File: src/rtl/ldpc_pkg.sv
// Shared constants, read-side state encoding and the LLR saturation rule
// for the LDPC input staging logic.
package ldpc_pkg;

  localparam int GRP_LEN = 36;
  localparam int D_WID   = 6;

  typedef enum logic {
    R_IDLE,
    R_BURST
  } rd_state_e;

  // Symmetric clamp to +/-(2^(d_wid-1)-1); the most negative code is never produced.
  function automatic int sat_llr(input int val, input int d_wid);
    int lim;
    lim = (1 << (d_wid - 1)) - 1;
    if (val > lim) begin
      return lim;
    end
    if (val < -lim) begin
      return -lim;
    end
    return val;
  endfunction

endpackage

File: src/rtl/ldpc_llr_sat.sv
// Combinational I_WID -> D_WID symmetric LLR saturator.
module ldpc_llr_sat #(
  parameter int I_WID = 8,
  parameter int D_WID = ldpc_pkg::D_WID
) (
  input  logic signed [I_WID-1:0] llr_in,
  output logic signed [D_WID-1:0] llr_out
);
  import ldpc_pkg::*;

  assign llr_out = D_WID'(sat_llr(int'(llr_in), D_WID));

endmodule

File: src/rtl/ldpc_llr_burst.sv
// Channel LLR input stage: saturates, gathers 36-symbol groups in a ping-pong
// buffer and replays each group as an unbroken burst for the VTC loader.
module ldpc_llr_burst #(
  parameter int I_WID   = 8,
  parameter int D_WID   = ldpc_pkg::D_WID,
  parameter int GRP_LEN = ldpc_pkg::GRP_LEN,
  parameter int FRM_GRP = 16
) (
  input  logic                    clk,
  input  logic                    reset,
  input  logic signed [I_WID-1:0] in_llr,
  input  logic                    in_valid,
  input  logic                    in_sof,
  output logic                    in_ready,
  input  logic                    load_en,
  output logic signed [D_WID-1:0] data_out,
  output logic                    sync_out,
  output logic                    frm_done,
  output logic                    sof_err
);
  import ldpc_pkg::*;

  localparam int CNT_W = $clog2(GRP_LEN);
  localparam int GRP_W = (FRM_GRP > 1) ? $clog2(FRM_GRP) : 1;
  localparam logic [CNT_W-1:0] LAST_CNT = CNT_W'(GRP_LEN - 1);
  localparam logic [GRP_W-1:0] LAST_GRP = GRP_W'(FRM_GRP - 1);

  logic signed [D_WID-1:0] sat_val;

  logic signed [D_WID-1:0] bank_q [2][GRP_LEN];
  logic signed [D_WID-1:0] bank_d [2][GRP_LEN];
  logic [1:0]              full_q, full_d;
  logic                    wr_bank_q, wr_bank_d;
  logic [CNT_W-1:0]        wr_cnt_q, wr_cnt_d;
  rd_state_e               rd_state_q, rd_state_d;
  logic                    rd_bank_q, rd_bank_d;
  logic [CNT_W-1:0]        rd_cnt_q, rd_cnt_d;
  logic [GRP_W-1:0]        rd_grp_q, rd_grp_d;
  logic signed [D_WID-1:0] data_out_q, data_out_d;
  logic                    sync_out_q, sync_out_d;
  logic                    frm_done_q, frm_done_d;
  logic                    sof_err_q, sof_err_d;
  logic                    accept;

  ldpc_llr_sat #(
    .I_WID(I_WID),
    .D_WID(D_WID)
  ) u_sat (
    .llr_in (in_llr),
    .llr_out(sat_val)
  );

  assign in_ready = !full_q[wr_bank_q] && !reset;
  assign accept   = in_valid && in_ready;

  // Write and read sides share full_d; they never touch the same bank's flag in one cycle.
  always_comb begin
    bank_d     = bank_q;
    full_d     = full_q;
    wr_bank_d  = wr_bank_q;
    wr_cnt_d   = wr_cnt_q;
    sof_err_d  = 1'b0;
    rd_state_d = rd_state_q;
    rd_bank_d  = rd_bank_q;
    rd_cnt_d   = rd_cnt_q;
    rd_grp_d   = rd_grp_q;
    data_out_d = data_out_q;
    sync_out_d = 1'b0;
    frm_done_d = 1'b0;

    if (accept) begin
      if (in_sof && (wr_cnt_q != '0)) begin
        // Restart the group: the SOF symbol overwrites slot 0 of the same bank.
        bank_d[wr_bank_q][0] = sat_val;
        wr_cnt_d             = CNT_W'(1);
        sof_err_d            = 1'b1;
      end else begin
        bank_d[wr_bank_q][wr_cnt_q] = sat_val;
        if (wr_cnt_q == LAST_CNT) begin
          full_d[wr_bank_q] = 1'b1;
          wr_cnt_d          = '0;
          wr_bank_d         = ~wr_bank_q;
        end else begin
          wr_cnt_d = wr_cnt_q + 1'b1;
        end
      end
    end

    case (rd_state_q)
      R_IDLE: begin
        if (full_q[rd_bank_q] && load_en) begin
          rd_state_d = R_BURST;
        end
      end
      R_BURST: begin
        data_out_d = bank_q[rd_bank_q][rd_cnt_q];
        sync_out_d = 1'b1;
        if (rd_cnt_q == LAST_CNT) begin
          full_d[rd_bank_q] = 1'b0;
          rd_bank_d         = ~rd_bank_q;
          rd_cnt_d          = '0;
          rd_grp_d          = (rd_grp_q == LAST_GRP) ? '0 : rd_grp_q + 1'b1;
          frm_done_d        = (rd_grp_q == LAST_GRP);
          rd_state_d        = (full_q[~rd_bank_q] && load_en) ? R_BURST : R_IDLE;
        end else begin
          rd_cnt_d = rd_cnt_q + 1'b1;
        end
      end
      default: rd_state_d = R_IDLE;
    endcase
  end

  always_ff @(posedge clk) begin
    if (reset) begin
      full_q     <= '0;
      wr_bank_q  <= 1'b0;
      wr_cnt_q   <= '0;
      sof_err_q  <= 1'b0;
      rd_state_q <= R_IDLE;
      rd_bank_q  <= 1'b0;
      rd_cnt_q   <= '0;
      rd_grp_q   <= '0;
      data_out_q <= '0;
      sync_out_q <= 1'b0;
      frm_done_q <= 1'b0;
    end else begin
      full_q     <= full_d;
      wr_bank_q  <= wr_bank_d;
      wr_cnt_q   <= wr_cnt_d;
      sof_err_q  <= sof_err_d;
      rd_state_q <= rd_state_d;
      rd_bank_q  <= rd_bank_d;
      rd_cnt_q   <= rd_cnt_d;
      rd_grp_q   <= rd_grp_d;
      data_out_q <= data_out_d;
      sync_out_q <= sync_out_d;
      frm_done_q <= frm_done_d;
    end
  end

  // Buffer contents need no reset; the cleared full flags make them stale.
  always_ff @(posedge clk) begin
    bank_q <= bank_d;
  end

  assign data_out = data_out_q;
  assign sync_out = sync_out_q;
  assign frm_done = frm_done_q;
  assign sof_err  = sof_err_q;

endmodule

File: config.mk
export PLATFORM = sky130hd
export DESIGN_NAME = ldpc_llr_burst
export DESIGN_NICKNAME = d
export VERILOG_FILES = /design/src/rtl/ldpc_pkg.sv /design/src/rtl/ldpc_llr_sat.sv /design/src/rtl/ldpc_llr_burst.sv
export SDC_FILE = /design/constraint.sdc
export NUM_CORES = 1
export LEC_CHECK = 0
export CAP_MARGIN = 20
export CORE_AREA = 2 2 233 166
export DETAILED_ROUTE_END_ITERATION = 12
export DIE_AREA = 0 0 235 168
export GPL_TIMING_DRIVEN = 0
export PLACE_DENSITY = 0.74
export SYNTH_ARGS = -nofsm -noshare
export SYNTH_HDL_FRONTEND = slang
export SYNTH_SLANG_ARGS = --single-unit
File: constraint.sdc
create_clock -name clk -period 2.5 [get_ports clk]
set_clock_uncertainty 0.15 [all_clocks]
set_input_delay 0.25 -clock clk [delete_from_list [all_inputs] [get_ports clk]]
set_output_delay 0.25 -clock clk [all_outputs]
set_load 0.005 [all_outputs]
-- Yosys cells after proc, flatten, opt, wreduce, memory -nomap -nowiden
Index checks and enable logic that the tools add are counted.
- register bits after elaboration: 462
- bits in latches: 0
- memory bits (writable): 0
- memory bits (read-only): 0
- bits of input ports: 13
- output and inout bits: 10
- word-level logic and storage cells: 178
- memories kept: 0
- add/subtract/negate cells: 3
- multiply operators: 0
- divide/modulo/power cells: 0
- $lt $le $gt $ge: 13
- equal/unequal tests: 3
- shift operators: 0
- muxes and demuxes: 47
- bitwise operators: 13
- reduce and logical (&&, ||, !) cells: 16
- operators by type and width (kind ; count):
    216-bit two-way mux ; 5
    432-bit bitwise mux ; 2
    216-bit demux with 1-bit select ; 2
    432-bit two-way mux ; 1
    6-bit two-way mux ; 9
    6-bit binary-select mux with 6-bit select ; 1
    6-bit demux with 6-bit select ; 1
    1-bit two-way mux ; 16
    7-bit >= comparator, second input constant ; 2
    6-bit inverter with 7-bit output ; 2
    6-bit by 1-bit adder with 6-bit output, second input constant ; 2
    6-bit equality test, second input constant ; 2
    2-bit two-way mux ; 5
    1-bit logical AND ; 9
    8-bit by 6-bit > comparator with 1-bit output, second input constant ; 1
    8-bit by 6-bit less-than comparator with 1-bit output, second input constant ; 1
    7-bit by 1-bit less-than comparator with 1-bit output, second input constant ; 1
    1-bit by 2-bit less-than comparator with 1-bit output, second input constant ; 3
    1-bit inverter ; 6
    6-bit nonzero test ; 1
    5-bit two-way mux ; 1
    4-bit by 1-bit adder with 4-bit output, second input constant ; 1
    4-bit equality test, second input constant ; 1
    2-bit >= comparator, second input constant ; 2
    other kinds (14) ; 18

-- Depth between registers and ports, before layout
- word-level depth: 11
- depth in mapped cells: 9
- depth with buffers taken out: 7

-- Cells and area by module
Synthesis repeated with hierarchy kept, for this count alone.
- cell total of the unflattened synthesis: 1623
- area total of the unflattened synthesis: 20960.1 µm²
- modules (own cells, without submodules) (module ; instances ; cells each ; area an instance (µm²) ; sequential area each (µm²)):
    ldpc_llr_burst ; 1 ; 1600 ; 20838.7 ; 13573.0
    ldpc_llr_sat ; 1 ; 23 ; 121.4 ; 0.0

-- Worst setup path after synthesis
Ideal clock, no wire load.
- path kind: reg2reg
- start point: reg wr_cnt_q[5] (netlist name)
- end point: reg bank_q[204] (netlist name), enable pin
- library setup time: 350 ps
- arrival: 1991 ps
- data required time: 2000 ps
- setup slack: 9 ps
- stages on the path, launching flop included: 8
- path buffers: 2
- clock period less this slack: 2491 ps
- cell sequence: dfxtp_1 -> buf_2 -> or3_4 -> o21a_1 -> buf_6 -> nor3b_4 -> nand2_1 -> nor2_1
- RTL lines (item ; line ; text):
    to (signal assigned) ; ldpc_llr_burst.sv:143 ; bank_q <= bank_d;
    to (decl) ; ldpc_llr_burst.sv:30 ; logic signed [D_WID-1:0] bank_q [2][GRP_LEN];

==> metrics.txt <==
status=finished with violations; violated checks=setup timing; Startpoint Class=flip-flop; DR iter-0 viols=2660; RSZ-0062 raised after global routing=yes; Syn. warnings=0; HP Class=input port to flip-flop; worst-path maximum fanout=8; Clock Latency Late Sink=0.59 ns; # Max-Cap Violations=0; Mapped Nets=1589; cell count after synthesis=1572; routed length per instance=32.7 um; full die area=39500 sq um; hpwl dp=50200 um; Worst Path Required=2.63 ns; Horiz. Die Dim=235 um; Synth async-reset ratio=0; Yosys reg bits=462; first-pass GRT wire length=100000 um; CP max stage cell=or3_4; number of H-tree levels=2; Final #Nets=1688; TritonCTS buffer count=45; Synth cell types=60; Layout area overhead=20.6%; maximum vdd ir drop=0.725 mV; initial antenna violation count=2; CTS tree=done; crit path capture type=flip-flop; placed cell count=2101; starting density of the core=0.549; Netlist Area Pre-Place=20600 sq um; vias in the first global route=14000; most frequent cells in the layout=nor2_1, edfxtp_1, mux4_2; GRT overflow=0; Critical Path Most Common Cell=buf_12; sequential share of the synthesized area=0.658; largest net degree at the start of global routing=16; Rows=60; root buffer cell=clkbuf_16; Post-synth EDFFs=432; Final WS setup=-0.0258 ns; CTS clk-pin slew, worst paths=0.07 ns; boundary pin count=23; via count of the routed design=15100; core area=37600 sq um; CP Data Arrival Time=2.65 ns; RePlAce Congestion=1.04; Power Dens Cells=659 nW/um^2; # setup viols final=17; slowest stage delay, CP=0.41 ns; CTS Sinks=462; Fin. Hold Viols=0; post-route DRC violation count=0; routed vias/inst=6.84; Slew HR=0.190; post-route clock period utilization=1.01; Setup CP Type=flip-flop to flip-flop; Mean Syn Cell Area=13.1 sq um; IO buf count=19; Leak=7.66 nW; Tmin final=2.53 ns; Tot GR Track Use=0.364; router iterations before antenna repair=8; total power=16.4 mW; Total Neg Setup Slack=-0.229 ns; commonest non-fill, non-tap cell in the layout=nor2_1; clock tree buffer depth=3; fin cells=2206; DRT antenna net count=0; pins over their slew limit=0; Worst-Margin Slew=1.22 ns; fraction of layout cells with a size suffix above 1=0.278; highest clock rate=396 MHz; final wirelength=72000 um; Die Ht=168 um; ys flop type=edfxtp_1; critical-path cell list=buf_6 -> or3_4 -> o21a_1 -> buf_12 -> nor3b_4 -> buf_12 -> buf_12 -> nand2_8 -> nor2_4; Final Util=0.662
where the power goes:
group          switching [mW]  internal (mW)  total, mW
Sequential            0.00597           8.33       8.34
Combinational           0.631          0.149      0.780
Clock                    3.07           4.21       7.28
Total                    3.71           12.7       16.4
cell usage after synthesis, types with 2 or more instances:
master	n	share of area
and3_1	7	0.0021
nand3_1	23	0.0056
buf_6	3	0.0016
a22o_1	6	0.0025
a211oi_1	4	0.0015
nor3b_4	2	0.0018
nand2b_1	8	0.0024
a21oi_1	14	0.0034
mux2i_1	29	0.014
buf_4	4	0.0015
mux4_2	93	0.10
o21ai_0	19	0.0046
buf_2	24	0.0058
nor3b_1	3	0.0011
o22ai_1	9	0.0027
inv_1	3	0.00055
xor2_1	5	0.0021
nor3_4	2	0.0016
buf_1	6	0.0011
mux2_2	26	0.014
nor3_2	5	0.0024
a31oi_1	6	0.0018
or3b_2	3	0.0013
a221oi_1	6	0.0025
dfxtp_1	30	0.029
nor4_1	3	0.00091
a211o_1	3	0.0013
edfxtp_1	432	0.63
nor2_1	535	0.097
o31ai_1	8	0.0029
a311oi_1	2	0.00085
nand4_1	2	0.00061
ha_1	4	0.0024
nor3_1	10	0.0024
and3b_1	3	0.0013
nand3b_1	3	0.0011
o221ai_1	6	0.0025
nor2b_1	9	0.0027
clkbuf_1	70	0.013
or3_1	2	0.00061
nand2_1	106	0.019
a22oi_1	14	0.0051
and2_1	3	0.00091
state kept, by name (all words and copies together), names as in the netlist:
signal,flops
sof_err,1
rd_cnt_q,6
rd_bank_q,1
sync_out,1
rd_state_q,1
rd_grp_q,4
bank_q,432
full_q,2
frm_done,1
wr_bank_q,1
wr_cnt_q,6
data_out,6
per-stage QoR:
stage | hold WS, ns | setup WS (ns) | cell area, sq um
2_1_floorplan | 0.289 | 0.00949 | 20600
3_3_place_gp | 0.336 | -1.65 | 21400
3_5_place_dp | 0.342 | -1.10 | 21600
4_1_cts | 0.164 | -0.0107 | 24300
5_1_grt | 0.227 | -0.0748 | 24900
6_report | 0.170 | -0.0258 | 24900
final timing paths:
path	start	end	slack (ns)	depth (start not counted)
setup reg to reg	wr_cnt_q[5]	bank_q[209]	-0.03	9
hold / removal	in_llr[6]	bank_q[327]	0.17	3
hold reg to reg	rd_grp_q[1]	rd_grp_q[1]	0.35	2
setup / recovery	wr_cnt_q[5]	bank_q[209]	-0.03	9
layer usage:
metal / global-route usage / routed length, um / vias to the layer above
li1: - / - / 5979
met3: 0.133 / 13300 / 241
met2: 0.485 / 28700 / 1431
met1: 0.542 / 26500 / 7445
met5: 0 / 0 / -
met4: 0.146 / 3460 / 0
cell type report:
cell class | count | area [sq um]
well taps | 496 | 621
plain buffers | 102 | 785
flip-flops and latches | 462 | 13600
clock buffers | 59 | 1230
fillers | 2622 | 12700
clock inverters | 25 | 318
inverters | 4 | 25.0
multi-input cells | 999 | 7640
repair buffers | 57 | 686
diodes | 2 | 5.00
timing repair:
action | 4_1_cts | 5_1_grt
setup buffers | 8 | 11
setup endpoints to repair | 759 | 476
cloned | 0 | 2
resized for setup | 311 | 109
pin swaps | 22 | 28
hold buffers | 1 | 0
endpoints found under the hold margin | 3 | 0
cell families (layout without fill, tap and decap cells):
kind of cell / after synthesis / in the layout / synth area share
AND/OR/NAND/NOR: 738 / 738 / 0.150
buffers and inverters: 111 / 247 / 0.0235
flip-flops: 462 / 462 / 0.658
XOR/XNOR: 6 / 6 / 0.00255
other: 0 / 2 / 0
multiplexers: 148 / 148 / 0.130
adder cells (fa/ha/maj): 4 / 4 / 0.00243
AO/OA/AOI/OAI: 103 / 103 / 0.0344
worst max-delay path: cells and delay by family, from the launching register on:
kind / cells / cell delay (ns)
flip-flops: 1 / 0.32
AND/OR/NAND/NOR: 4 / 0.92
buffers and inverters: 4 / 0.62
AO/OA/AOI/OAI: 1 / 0.22
Note: power is estimated with default switching activity, not from simulation.
